===== config.mk =====
export PLATFORM = sky130hd
export DESIGN_NAME = ucsbece154a_runchk_cmp
export DESIGN_NICKNAME = d
export VERILOG_FILES = /design/src/rtl/ucsbece154a_runchk_cmp.sv
export SDC_FILE = /design/constraint.sdc
export NUM_CORES = 1
export LEC_CHECK = 0
export BUFFER_PORTS_ARGS = -buffer_cell sky130_fd_sc_hd__clkbuf_2
export CAP_MARGIN = 20
export CORE_AREA = 2 2 39 41
export DETAILED_ROUTE_END_ITERATION = 6
export DIE_AREA = 0 0 41 43
export PLACE_DENSITY = 0.82
export SLEW_MARGIN = 40
export SYNTH_ARGS = -nofsm -noshare
export SYNTH_HDL_FRONTEND = slang
export SYNTH_SLANG_ARGS = --single-unit

===== constraint.sdc =====
create_clock -name vclk -period 2.4
set_clock_uncertainty 0.15 [all_clocks]
set_input_delay 0.24 -clock vclk [all_inputs]
set_output_delay 0.24 -clock vclk [all_outputs]
set_load 0.05 [all_outputs]

===== src/rtl/ucsbece154a_runchk_cmp.sv =====
// One-channel masked compare: flags a mismatch only when the channel is enabled.
module ucsbece154a_runchk_cmp #(
    parameter int WIDTH = 32
) (
    input  logic [WIDTH-1:0] watch,
    input  logic [WIDTH-1:0] expected,
    input  logic             check_en,
    output logic             mismatch
);

    assign mismatch = check_en && (watch != expected);

endmodule


==> results.rst <==
.. list-table::
   :header-rows: 1

   * - Metric
     - Value
   * - First-iteration detailed-routing DRC count
     - 1
   * - Proportion of power drawn by the clock network
     - 0
   * - Cell types with the largest area share after synthesis
     - xnor2_1, nand4_1, nor4_1
   * - Number of I/O port buffers
     - 66
   * - Period minus WS final
     - 1.68 ns
   * - Number of non-filler instances in the completed layout
     - 125
   * - Post-synth cell types
     - 4
   * - Area of the core region
     - 1380 sq um
   * - Met3 Usage GRT
     - 0
   * - Largest net degree at the start of global routing
     - 2
   * - Worst setup path category
     - input port to output pin
   * - Post-layout utilization of the core
     - 0.506
   * - Global-route track usage on met1
     - 0.104
   * - Post-CTS setup-driven buffer insertion count
     - 0
   * - Number of hold violations in the final report
     - 0
   * - Syn Nets
     - 108
   * - Data required time at the worst endpoint
     - 2.01 ns
   * - Number of primary I/O pins
     - 66
   * - Power per cell area
     - 170 nW/um^2
   * - Post-Route Setup TNS
     - 0 ns
   * - Max Cap Viol
     - 0
   * - Net count of the finished layout
     - 176
   * - Final weighted congestion of routability-driven global placement
     - 0.644
   * - Number of gates given a new drive strength after cts
     - 0
   * - Element type at the critical path end
     - output pin
   * - Tightest Pin Transition
     - 0.297 ns
   * - First drt pass iteration count
     - 2
   * - Routed length per instance
     - 8.69 um
   * - Number of vias in the routed layout
     - 559
   * - Category of cells accounting for the largest share of critical-path delay
     - simple AND/OR/NAND/NOR gates
   * - Syn_area_per_cell
     - 8.15 sq um
   * - Placed Cells
     - 125
   * - Post-detailed-route DRC marker count
     - 0
   * - Combinational share of power
     - 1.000
   * - Max-slew headroom at the worst pin
     - 0.800
   * - Largest fanout of any net on the critical path
     - 1
   * - Synthesized netlist cell count
     - 43
   * - Total GRT Usage
     - 0.126
   * - Unrepaired setup endpoints after global routing
     - no
   * - Peak Freq
     - 594 MHz
   * - Number of warning messages in the yosys log
     - 0
   * - Hold Crit Class
     - input port to output pin
   * - Critical Path Start Type
     - input port
   * - Final Slew Violations
     - 0
   * - Proportion of netlist area held by the largest area contributor
     - 0.800
   * - Congestion Overflow GR
     - 0
   * - Worst hold path stage count
     - 3
   * - Total setup violations reported at the end of the flow
     - 0
   * - First-pass GRT wire length
     - 1660 um
   * - Fraction of power consumed by sequential logic
     - 0
   * - Die H
     - 43 um
   * - Initial antenna violation count
     - 0
   * - Status
     - finished, final reports clean
   * - Vias per cell
     - 4.47
   * - Busiest metal layer after global routing
     - met2
   * - Cells along the critical path
     - clkbuf_2 -> xnor2_1 -> nand4_1 -> nor4_1 -> a21boi_1 -> clkbuf_2
   * - Area growth from synthesis to layout
     - 100%
   * - Worst ir drop on vdd
     - 0.0768 mV
   * - Period Utilization, post-route
     - 0.702
   * - Part of the Yosys area used for sequential elements
     - 0
   * - Net switching power of the design
     - 0.0431 mW
   * - Data arrival time of the critical path
     - 1.29 ns
   * - Static leakage power
     - 0.348 nW
   * - Starting Density
     - 0.253
   * - N_diodes
     - 0
   * - Most Frequent Cell on Critical Path
     - clkbuf_2
   * - Post-Route WL
     - 1090 um
   * - Seq_cells
     - 0
   * - Cell row count
     - 14
   * - Die Outline Area
     - 1760 sq um
   * - Horiz. Die Dim
     - 41 um
   * - Levels on crit path
     - 6
   * - Cts hold-fix bufs
     - 0
   * - Number of buffer and inverter instances along the worst setup path
     - 2
   * - Layout clock buffer count
     - 0
   * - Post-synthesis instance area
     - 350 sq um
   * - Grt met2 use
     - 0.284
   * - Maximum single-stage delay on the critical path
     - 0.34 ns
   * - Internal power consumption
     - 0.0760 mW
   * - Reg area
     - 0 sq um
   * - Count of fill cells added during filler insertion
     - 138
   * - Library cell with the largest summed area after synthesis
     - xnor2_1
   * - Number of nets still failing antenna checks after routing
     - 0
   * - Number of global-route vias before repair
     - 534
   * - Net Sw Frac
     - 0.362
   * - Slowest cell on the critical path
     - nor4_1
   * - Share of post-route cells with drive strength above 1
     - 0.606
power groups by stage:
stage | logic (mW) | registers (mW) | clock network (mW)
floorplan | 0.0549 | 0 | 0
global placement | 0.116 | 0 | 0
detailed placement | 0.121 | 0 | 0
CTS | 0.121 | 0 | 0
global route | 0.133 | 0 | 0
finish | 0.119 | 0 | 0
worst min-delay path, stage by stage:
cell and delay, ns:
clkbuf_2 0.07, a21boi_1 0.11, clkbuf_2 0.23
kinds of logic after synthesis:
family	count (synthesis)	synth area share
simple gates	10	0.179
xor+xnor	32	0.800
compound gates	1	0.0214
layout by cell type (no fill, tap or decap):
cell       n
nand4_1    8
xnor2_1   32
a21boi_1   1
nor4_1     2
clkbuf_2  66
worst paths after layout:
| check | startpoint | end | slack [ns] |
|---|---|---|---|
| max | expected[11] | mismatch | 0.72 |
| min | check_en | mismatch | 0.75 |
layout make-up:
type                       instances  area [sq um]  area share
tap                               16          20.0      0.0286
timing repair buffer              66           330       0.471
multi-input combinational         43           350       0.500
cell usage after synthesis:
cell,number
xnor2_1,32
nand4_1,8
nor4_1,2
a21boi_1,1
routing by layer:
layer	routed length, um	vias up
li1	-	282
met1	311	236
met2	610	39
met3	150	2
met4	13	0
met5	0	-
per-stage QoR:
stage | power, mW | setup slack, ns | area [sq um] | hold WS, ns
CTS | 0.121 | 0.709 | 701 | 0.748
detailed placement | 0.121 | 0.715 | 701 | 0.746
finish | 0.119 | 0.715 | 701 | 0.746
global route | 0.133 | 0.580 | 701 | 0.779
global placement | 0.116 | 0.710 | 701 | 0.747
floorplan | 0.0549 | 0.765 | 350 | 0.594
Note: power is estimated with default switching activity, not from simulation.
